[config.mk]
export PLATFORM = sky130hd
export DESIGN_NAME = l2_reqs_mshr
export DESIGN_NICKNAME = d
export VERILOG_FILES = /design/src/rtl/l2_reqs_mshr_pkg.sv /design/src/rtl/l2_reqs_mshr_age.sv /design/src/rtl/l2_reqs_mshr.sv
export SDC_FILE = /design/constraint.sdc
export NUM_CORES = 1
export LEC_CHECK = 0
export BUFFER_PORTS_ARGS = -buffer_cell sky130_fd_sc_hd__buf_4
export CAP_MARGIN = 10
export CORE_UTILIZATION = 32
export CTS_CLUSTER_SIZE = 40
export DETAILED_ROUTE_END_ITERATION = 10
export PLACE_DENSITY_LB_ADDON = 0.25
export REMOVE_ABC_BUFFERS = 1
export SLEW_MARGIN = 20
export SYNTH_ARGS = -nofsm -noshare
export SYNTH_HDL_FRONTEND = slang
export SYNTH_SLANG_ARGS = --single-unit
[constraint.sdc]
create_clock -name clk -period 17.7 [get_ports clk]
set_clock_uncertainty 0.15 [all_clocks]
set_input_delay 3.54 -clock clk [delete_from_list [all_inputs] [get_ports clk]]
set_output_delay 3.54 -clock clk [all_outputs]
set_load 0.01 [all_outputs]
[src/rtl/l2_reqs_mshr_pkg.sv]
// Shared L2 MSHR types and constants.
//   STATE_INVALID   : unstable-state encoding for "no transaction"
//   STATE_INV_STALL : state that stalls an invalidating forward
//   STATE_NOSTALL   : state that lets a non-invalidating forward through
//   l2_mshr_entry_t : one request-table entry at the default widths
package l2_reqs_mshr_pkg;

  localparam int L2_TAG_BITS     = 20;
  localparam int L2_SET_BITS     = 8;
  localparam int L2_STATE_BITS   = 4;
  localparam int L2_PAYLOAD_BITS = 64;
  localparam int L2_INV_BITS     = 4;

  localparam int STATE_INVALID   = 0;
  localparam int STATE_INV_STALL = 4;
  localparam int STATE_NOSTALL   = 6;

  typedef struct packed {
    logic                       valid;
    logic [L2_TAG_BITS-1:0]     tag;
    logic [L2_SET_BITS-1:0]     set;
    logic [L2_STATE_BITS-1:0]   state;
    logic [L2_INV_BITS-1:0]     invack_cnt;
    logic [L2_PAYLOAD_BITS-1:0] payload;
  } l2_mshr_entry_t;

endpackage

[src/rtl/l2_reqs_mshr_age.sv]
// Age matrix for the MSHR: older[j][k]=1 means entry j was allocated before k.
//   clk, rst          : clock, synchronous active-high reset
//   valid             : current (pre-edge) entry valid mask
//   alloc_en/idx      : entry being allocated this cycle
//   free_en/idx       : entry being released this cycle
//   oldest_valid/idx  : comb, valid entry with no valid entry older than it
module l2_mshr_age_matrix #(
  parameter int N = 4,
  localparam int IDX_W = $clog2(N)
) (
  input  logic             clk,
  input  logic             rst,
  input  logic [N-1:0]     valid,
  input  logic             alloc_en,
  input  logic [IDX_W-1:0] alloc_idx,
  input  logic             free_en,
  input  logic [IDX_W-1:0] free_idx,
  output logic             oldest_valid,
  output logic [IDX_W-1:0] oldest_idx
);

  logic [N-1:0][N-1:0] older;

  // New entry is younger than everything live and older than nothing.
  // A freed row is cleared so a stale entry never shadows a live one;
  // its column is rewritten on its next allocation.
  always_ff @(posedge clk) begin
    if (rst) begin
      older <= '0;
    end else begin
      for (int j = 0; j < N; j++) begin
        for (int k = 0; k < N; k++) begin
          if (alloc_en && alloc_idx == IDX_W'(k))
            older[j][k] <= valid[j] && (j != k);
          if (alloc_en && alloc_idx == IDX_W'(j))
            older[j][k] <= 1'b0;
          if (free_en && free_idx == IDX_W'(j))
            older[j][k] <= 1'b0;
        end
      end
    end
  end

  always_comb begin
    oldest_valid = |valid;
    oldest_idx   = '0;
    for (int i = N-1; i >= 0; i--) begin
      logic has_older;
      has_older = 1'b0;
      for (int j = 0; j < N; j++)
        has_older = has_older | (valid[j] & older[j][i]);
      if (valid[i] && !has_older)
        oldest_idx = IDX_W'(i);
    end
  end

endmodule

[src/rtl/l2_reqs_mshr.sv]
// N-entry L2 miss/request buffer between the L2 request FSM and the
// coherence forward/response paths.
//   alloc_*   : allocate lowest free entry (alloc_ready = !full)
//   upd_*     : state/payload update of a live entry
//   inv_*     : per-entry invack counter load/decrement, inv_zero status
//   free_*    : release an entry
//   lkp_*     : registered tag/set lookup with forward-stall decision
//   oldest_*  : comb, earliest-allocated live entry
//   count     : registered occupancy
//   entry_*   : flattened per-entry state/payload
module l2_reqs_mshr
  import l2_reqs_mshr_pkg::*;
#(
  parameter int N_REQS          = 4,
  parameter int TAG_BITS        = L2_TAG_BITS,
  parameter int SET_BITS        = L2_SET_BITS,
  parameter int STATE_BITS      = L2_STATE_BITS,
  parameter int PAYLOAD_BITS    = L2_PAYLOAD_BITS,
  parameter int INV_BITS        = L2_INV_BITS,
  parameter int INV_STALL_STATE = STATE_INV_STALL,
  parameter int NOSTALL_STATE   = STATE_NOSTALL,
  localparam int IDX_W = $clog2(N_REQS),
  localparam int CNT_W = $clog2(N_REQS+1)
) (
  input  logic                           clk,
  input  logic                           rst,
  input  logic                           alloc_valid,
  output logic                           alloc_ready,
  input  logic [TAG_BITS-1:0]            alloc_tag,
  input  logic [SET_BITS-1:0]            alloc_set,
  input  logic [STATE_BITS-1:0]          alloc_state,
  input  logic [PAYLOAD_BITS-1:0]        alloc_payload,
  output logic [IDX_W-1:0]               alloc_idx,
  output logic                           alloc_set_conflict,
  input  logic                           upd_valid,
  input  logic [IDX_W-1:0]               upd_idx,
  input  logic [STATE_BITS-1:0]          upd_state,
  input  logic                           upd_payload_en,
  input  logic [PAYLOAD_BITS-1:0]        upd_payload,
  input  logic                           inv_load,
  input  logic                           inv_dec,
  input  logic [IDX_W-1:0]               inv_idx,
  input  logic [INV_BITS-1:0]            inv_val,
  output logic [N_REQS-1:0]              inv_zero,
  input  logic                           free_valid,
  input  logic [IDX_W-1:0]               free_idx,
  input  logic                           lkp_valid,
  input  logic [TAG_BITS-1:0]            lkp_tag,
  input  logic [SET_BITS-1:0]            lkp_set,
  input  logic                           lkp_is_inv,
  output logic                           lkp_hit,
  output logic [IDX_W-1:0]               lkp_idx,
  output logic                           lkp_stall,
  output logic                           oldest_valid,
  output logic [IDX_W-1:0]               oldest_idx,
  output logic [CNT_W-1:0]               count,
  output logic [N_REQS*STATE_BITS-1:0]   entry_state,
  output logic [N_REQS*PAYLOAD_BITS-1:0] entry_payload
);

  // Same layout as l2_mshr_entry_t, but tracking parameter overrides.
  typedef struct packed {
    logic                    valid;
    logic [TAG_BITS-1:0]     tag;
    logic [SET_BITS-1:0]     set;
    logic [STATE_BITS-1:0]   state;
    logic [INV_BITS-1:0]     invack_cnt;
    logic [PAYLOAD_BITS-1:0] payload;
  } entry_t;

  entry_t ent [N_REQS];

  logic [N_REQS-1:0] vld;
  logic              alloc_fire;
  logic              free_eff;
  logic              hit_c;
  logic [IDX_W-1:0]  hit_idx_c;
  logic [STATE_BITS-1:0] hit_state_c;

  always_comb begin
    for (int i = 0; i < N_REQS; i++) vld[i] = ent[i].valid;
  end

  assign alloc_ready = ~&vld;
  assign alloc_fire  = alloc_valid && alloc_ready;

  // Decisions below all use pre-edge contents, so a same-cycle free never
  // frees up the slot that alloc_idx points at.
  always_comb begin
    alloc_idx          = '0;
    alloc_set_conflict = 1'b0;
    free_eff           = 1'b0;
    inv_zero           = '0;
    entry_state        = '0;
    entry_payload      = '0;
    for (int i = N_REQS-1; i >= 0; i--) begin
      if (!vld[i]) alloc_idx = IDX_W'(i);
      if (vld[i] && ent[i].set == alloc_set) alloc_set_conflict = 1'b1;
      if (vld[i] && free_valid && free_idx == IDX_W'(i)) free_eff = 1'b1;
      inv_zero[i] = vld[i] && (ent[i].invack_cnt == '0);
      entry_state[i*STATE_BITS +: STATE_BITS] =
        vld[i] ? ent[i].state : STATE_BITS'(STATE_INVALID);
      entry_payload[i*PAYLOAD_BITS +: PAYLOAD_BITS] = ent[i].payload;
    end
  end

  // Ascending scan: the highest matching index wins.
  always_comb begin
    hit_c       = 1'b0;
    hit_idx_c   = '0;
    hit_state_c = '0;
    for (int i = 0; i < N_REQS; i++) begin
      if (vld[i] && ent[i].tag == lkp_tag && ent[i].set == lkp_set) begin
        hit_c       = 1'b1;
        hit_idx_c   = IDX_W'(i);
        hit_state_c = ent[i].state;
      end
    end
  end

  always_ff @(posedge clk) begin
    if (rst) begin
      for (int i = 0; i < N_REQS; i++) ent[i] <= '0;
      count     <= '0;
      lkp_hit   <= 1'b0;
      lkp_idx   <= '0;
      lkp_stall <= 1'b0;
    end else begin
      for (int i = 0; i < N_REQS; i++) begin
        if (ent[i].valid) begin
          if (free_valid && free_idx == IDX_W'(i)) begin
            ent[i].valid <= 1'b0;
          end else begin
            if (upd_valid && upd_idx == IDX_W'(i)) begin
              ent[i].state <= upd_state;
              if (upd_payload_en) ent[i].payload <= upd_payload;
            end
            if (inv_idx == IDX_W'(i)) begin
              if (inv_load)
                ent[i].invack_cnt <= inv_val;
              else if (inv_dec && ent[i].invack_cnt != '0)
                ent[i].invack_cnt <= ent[i].invack_cnt - INV_BITS'(1);
            end
          end
        end else if (alloc_fire && alloc_idx == IDX_W'(i)) begin
          ent[i] <= '{valid: 1'b1, tag: alloc_tag, set: alloc_set,
                      state: alloc_state, invack_cnt: '1,
                      payload: alloc_payload};
        end
      end

      case ({alloc_fire, free_eff})
        2'b10:   count <= count + CNT_W'(1);
        2'b01:   count <= count - CNT_W'(1);
        default: count <= count;
      endcase

      if (lkp_valid) begin
        lkp_hit   <= hit_c;
        lkp_idx   <= hit_idx_c;
        lkp_stall <= hit_c && (lkp_is_inv ?
                       (hit_state_c == STATE_BITS'(INV_STALL_STATE)) :
                       (hit_state_c != STATE_BITS'(NOSTALL_STATE)));
      end
    end
  end

  l2_mshr_age_matrix #(.N(N_REQS)) u_age (
    .clk          (clk),
    .rst          (rst),
    .valid        (vld),
    .alloc_en     (alloc_fire),
    .alloc_idx    (alloc_idx),
    .free_en      (free_eff),
    .free_idx     (free_idx),
    .oldest_valid (oldest_valid),
    .oldest_idx   (oldest_idx)
  );

endmodule

==> results of run 1 <==
==> cell families (layout without fill, tap and decap cells) <==
kind of cell / after synthesis / after routing
muxes: 11 / 11
DFF: 423 / 423
xor gates and xnor gates: 151 / 151
adders and majority gates: 6 / 6
other: 0 / 11
AOI/OAI and AO/OA: 324 / 324
buffers and inverters: 388 / 635
and+or+nand+nor: 332 / 332
==> where the power goes <==
part	total, uW	leakage (uW)	internal [uW]	switching, uW
clock	1030	0.000801	606	427
combinational	299	0.00505	129	170
sequential	1190	0.00439	1160	30.8
total	2530	0.0102	1900	628
==> state kept, by name, indices dropped and copies added, names as in the netlist <==
name / flops
count: 3
lkp_hit: 1
u_age.older: 12
lkp_stall: 1
lkp_idx: 2
ent: 404
==> worst max-delay path by stage <==
stage                      start                  to
floorplan             free_valid           ent[2][0]
global placement    alloc_set[3]  alloc_set_conflict
detailed placement  alloc_set[3]  alloc_set_conflict
CTS                 alloc_set[3]  alloc_set_conflict
global route        alloc_set[3]  alloc_set_conflict
finish              alloc_set[3]  alloc_set_conflict
==> synth_stat cells, types with 3 or more instances <==
library cell | n | area, um2
a211o_1 | 5 | 43.79
a21oi_1 | 13 | 65.06
a22o_1 | 272 | 2382
a22oi_1 | 5 | 37.54
and2_1 | 132 | 825.8
and3_1 | 6 | 37.54
buf_1 | 4 | 15.01
buf_2 | 40 | 200.2
buf_4 | 261 | 1959
buf_6 | 7 | 78.83
clkbuf_1 | 50 | 187.7
dfxtp_1 | 19 | 380.4
edfxtp_1 | 404 | 12130
ha_1 | 5 | 62.56
inv_1 | 23 | 86.33
mux2i_1 | 9 | 90.09
nand2_1 | 35 | 131.4
nand2b_1 | 8 | 50.05
nand3_1 | 19 | 95.09
nand4_1 | 28 | 175.2
nor2_1 | 50 | 187.7
nor2b_1 | 4 | 25.02
nor3_1 | 11 | 55.05
nor3b_1 | 5 | 37.54
nor4_1 | 9 | 56.30
nor4_2 | 4 | 50.05
o21ai_0 | 10 | 50.05
o221ai_1 | 3 | 26.28
or3_1 | 3 | 18.77
xnor2_1 | 107 | 937.2
xnor2_2 | 5 | 81.33
xor2_1 | 38 | 332.8
==> layout make-up <==
class,instances,area (um2),area share [%]
multi-input cells,824,6336,24.76
well taps,864,1081,4.225
repair buffers,520,3916,15.31
clock inverters,31,290.3,1.135
clock buffers,58,1324,5.174
flip-flops and latches,423,12510,48.90
diodes,11,27.53,0.1076
inverters,26,98.84,0.3863
==> routing by layer <==
layer	GRT usage (%)	part of all wire, %	up-vias
met1	23.76	38	7033
met2	33.77	49	572
met5	0	0.056	-
li1	-	-	6229
met3	7.680	10	92
met4	8.447	2.9	6
==> metrics by stage <==
step	worst slack (ns)	total power, uW	hold WS, ns	instances	cell area (um2)
2_1_floorplan	6.711	1324	0.2756	1273	18880
3_3_place_gp	9.183	1513	0.2856	2656	23920
3_5_place_dp	9.265	1516	0.2917	2657	23940
4_1_cts	9.257	2552	0.3009	2746	25560
5_1_grt	9.173	2610	0.3083	2756	25580
6_report	9.245	2526	0.3026	2757	25590
==> tightest hold or removal path: stages, from the launching register on <==
cell and delay [ns]:
dfxtp_1 0.31, inv_1 0.05, a21oi_1 0.05
==> flow_summary_export.csv, run 1 <==
group,metric,value,unit
global_routing,grt_pass1_vias,14530,
timing,hold_viol_final,0,
pwr,ir_drop,0.06571,mV
synthesis,syn-cell-area,0.02132,mm2
worst_setup_path,cpPeakStageDelay,0.27,ns
timing,rsz0062_at_grt,"no",
timing,fin_crit_sh,47.77,%
drt,drc,0,
die,core,0.06586,mm2
clocking,root_buffer,"clkbuf_16",
synthesis,yosys.area_share.adder,0.3873,%
synthesis,synth-async-reset-ratio,0,%
die,die_h,260.1,um
worst_setup_path,crit_required,14.01,ns
final_layout,syn_to_final_growth,20.01,%
timing,setup_viol,0,
synthesis,synth_edf_count,404,
drt,drt_iter0_drc,1087,
die,io_pins,502,
synthesis,synth_xor_area_share,6.468,%
die,rows,94,
timing,max-slew-margin-rel,27.62,%
synthesis,syn_inst,1635,
min_path,hold_depth,2,
timing,min_period,8.455,ns
final_layout,layout-drive-gt1-share,33.32,%
min_path,min_to,"u_age.older[1]",
timing,fmax,118.3,MHz
synthesis,yosysWarnings,0,
final_layout,finish.utilization,38.85,%
min_path,hold_start,"u_age.older[1]",
synthesis,muxShareOfSynthArea,0.5986,%
clocking,cts-buffers-inserted,51,
worst_setup_path,reg2reg_slack,13.73,ns
worst_setup_path,worstSetupPathType,"input port to primary output",
place,port_buffers,501,
final_layout,final_common_cell,"buf_4",
synthesis,ys_seq_area_share,58.69,%
pwr,p_per_area,98.74,mW/mm2
run,drv_cap,0,
synthesis,synth_area_per_cell,13.04,um2
global_routing,grt_max_degree,69,
die,die_width,260.1,um
timing,tns,0,ns
worst_setup_path,r2r_cells,8,
synthesis,yosys.area_share.simple,9.103,%
worst_setup_path,crit_path_end_kind,"primary output",
die,die-area,0.06766,mm2
clocking,ctsHoldBuffers,0,
global_routing,grt.total_usage,20.45,%
worst_setup_path,crit_path_max_fanout,8,
drt,wl_per_cell,25.70,um
worst_setup_path,critPathTopFamily,"simple AND/OR/NAND/NOR gates",
final_layout,final_cell_mix,"buf_4, edfxtp_1, a22o_1, and2_1, xnor2_1",
drt,vias,13930,
clocking,post_cts_resized,0,
clocking,cts_buffer_depth,3,
place,dp_hpwl,48420,um
timing,slew_viol_final,0,
clocking,tritoncts,"done",
outcome,outcome,"finished, final reports clean",
clocking,numClockSinks,423,
place,place_congestion,0.8949,
worst_setup_path,crit_chain,"buf_4 > xor2_1 > nor4_1 > nand3_1 > nor4_1 > a31oi_1 > nand3_1 > buf_4",
synthesis,synth_compound_area_share,12.85,%
min_path,min_path_type,"flip-flop to flip-flop",
worst_setup_path,cp_slowest_cell,"nor4_1",
timing,max_slew.worst_pin.slew,1.086,ns
global_routing,grt_pass1_wl,100900,um
synthesis,ys_ff_latch,423,
drt,viasPerCell,5.053,
pwr,leakage,0.01025,uW
worst_setup_path,reg2reg_from,"ent[3][100]",
drt,wirelength,70860,um
worst_setup_path,crit_cells,8,
final_layout,num-fill-cells,6368,
worst_setup_path,crit_arrival,4.77,ns
synthesis,synth_top_family_by_area,"compound AO/OA/AOI/OAI gates",
global_routing,grt.overflow.total,0,
clocking,clk_pin_slew_worst_paths,0.05,ns
worst_setup_path,path_buf_inv,2,
die,start_util,32.37,%
clocking,clock_latency,0.58,ns
drt,drtPass1Iterations,5,
global_routing,antenna_found_initial,14,
drt,drtAntennaViolNets,0,
clocking,h-tree-depth,2,
worst_setup_path,start_kind,"input port",
synthesis,synth_ff_type,"edfxtp_1",
worst_setup_path,timing.rr.end,"ent[3][25]",
clocking,cts_setup_buffers,0,
final_layout,fin_nets,2064,
synthesis,synth_cell_types,64,
No activity file was read; power rests on OpenSTA's default activity.
==> run 2: changes to the inputs <==
==> constraint.sdc (replaced) <==
create_clock -name clk -period 8.9 [get_ports clk]
set_clock_uncertainty 0.15 [all_clocks]
set_input_delay 1.78 -clock clk [delete_from_list [all_inputs] [get_ports clk]]
set_output_delay 1.78 -clock clk [all_outputs]
set_load 0.01 [all_outputs]
==> flow_summary_export.csv, run 2 (synthesized netlist as in run 1, its figures left out) <==
group,metric,value,unit
min_path,hold_start,"u_age.older[1]",
final_layout,final_cell_mix,"buf_4, edfxtp_1, a22o_1, and2_1, xnor2_1",
worst_setup_path,crit_required,6.97,ns
clocking,numClockSinks,423,
drt,drc,0,
final_layout,reg_top3,"ent x404, u_age.older x12, count x3",
worst_setup_path,critPathTopFamily,"simple AND/OR/NAND/NOR gates",
worst_setup_path,crit_arrival,3.01,ns
global_routing,grt.total_usage,20.46,%
worst_setup_path,crit_path_max_fanout,8,
worst_setup_path,reg2reg_slack,4.99,ns
global_routing,antenna_found_initial,7,
die,die_width,260.1,um
run,drv_cap,0,
pwr,ir_drop,0.1617,mV
die,die_h,260.1,um
place,place_congestion,0.8520,
worst_setup_path,path_buf_inv,2,
place,place_ws,3.398,ns
drt,wl_per_cell,25.68,um
final_layout,num-fill-cells,6371,
worst_setup_path,crit_path_end_kind,"primary output",
global_routing,grt_pass1_vias,14440,
timing,hold_viol_final,0,
worst_setup_path,start_kind,"input port",
timing,rsz0062_at_grt,"no",
clocking,clock_latency,0.59,ns
timing,fin_ws,3.962,ns
final_layout,largest_reg_flops,404,
worst_setup_path,crit_chain,"buf_4 > xor2_1 > nor4_1 > nand3_1 > nor4_1 > a31oi_1 > nand3_1 > buf_4",
timing,max_slew.worst_pin.slew,0.9942,ns
clocking,ctsHoldBuffers,0,
timing,setup_viol,0,
pwr,leakage,0.01029,uW
final_layout,syn_to_final_growth,20.42,%
global_routing,grt_max_degree,66,
clocking,tritoncts,"done",
worst_setup_path,cp_slowest_cell,"nor4_1",
final_layout,layout-drive-gt1-share,33.39,%
clocking,h-tree-depth,2,
clocking,root_buffer,"clkbuf_16",
timing,tns,0,ns
timing,hold_ws,0.3041,ns
drt,drtPass1Iterations,5,
timing,fin_crit_sh,55.49,%
global_routing,grt_pass1_wl,101100,um
clocking,post_cts_resized,0,
worst_setup_path,cpPeakStageDelay,0.28,ns
worst_setup_path,reg2reg_from,"ent[0][100]",
clocking,cts_setup_buffers,0,
timing,max-slew-margin-rel,33.47,%
final_layout,final_common_cell,"buf_4",
die,die-area,0.06766,mm2
drt,wirelength,70720,um
final_layout,finalInstanceArea,0.02567,mm2
final_layout,top_register,"ent",
worst_setup_path,worstSetupPathType,"input port to primary output",
worst_setup_path,crit_start,"alloc_set[0]",
timing,slew_viol_final,0,
place,dp_hpwl,49520,um
clocking,cts_buffer_depth,3,
drt,drt_iter0_drc,940,
global_routing,grt.overflow.total,0,
drt,vias,13940,
die,io_pins,502,
die,core,0.06586,mm2
place,port_buffers,501,
die,start_util,32.37,%
timing,min_period,4.938,ns
place,placed_cell_area,0.02394,mm2
pwr,p_per_area,200.3,mW/mm2
final_layout,fin_nets,2064,
clocking,cts-buffers-inserted,50,
outcome,outcome,"finished, final reports clean",
drt,viasPerCell,5.061,
min_path,min_path_type,"flip-flop to flip-flop",
die,rows,94,
clocking,clk_pin_slew_worst_paths,0.06,ns
timing,fmax,202.5,MHz
drt,drtAntennaViolNets,0,
==> run 2: worst paths after layout <==
check	end	depth (start not counted)
hold / removal	u_age.older[1]	2
hold reg to reg	u_age.older[1]	2
setup / recovery	alloc_set_conflict	8
setup reg to reg	ent[0][27]	6
==> run 2: stage by stage <==
step,std cells,utilization (%),total power (uW)
2_1_floorplan,1273,-,2633
3_3_place_gp,2658,36.35,3011
3_5_place_dp,2658,36.35,3016
4_1_cts,2751,38.97,5196
5_1_grt,2754,38.98,5309
6_report,2754,38.98,5142
==> run 2: layer usage <==
layer,global-route usage (%),share of wire (%),vias to the layer above
met4,5.166,1.9,6
met2,35.85,51,589
met3,6.501,8.9,83
met5,0,0.058,-
met1,24.07,38,7034
li1,-,-,6227
==> run 2: layout make-up <==
type / count / area (um2) / share of cell area, %
multi-input combinational: 824 / 6339 / 24.69
inverter: 26 / 98.84 / 0.3850
clock buffer: 58 / 1303 / 5.074
antenna: 3 / 7.507 / 0.02924
sequential: 423 / 12510 / 48.74
tap: 864 / 1081 / 4.211
clock inverter: 35 / 420.4 / 1.638
timing repair buffer: 521 / 3911 / 15.24
==> run 2: power breakdown <==
group / switching, uW / internal (uW) / total (uW)
registers: 55.2 / 2310 / 2370
logic: 346 / 257 / 603
clock network: 859 / 1310 / 2170
total: 1260 / 3880 / 5140
==> run 2: worst register-to-register path: cells and delay by family (launching register included) <==
family / cells / cell delay, ns
buf+inv: 2 / 0.90
flops: 1 / 0.32
simple gates: 4 / 2.05
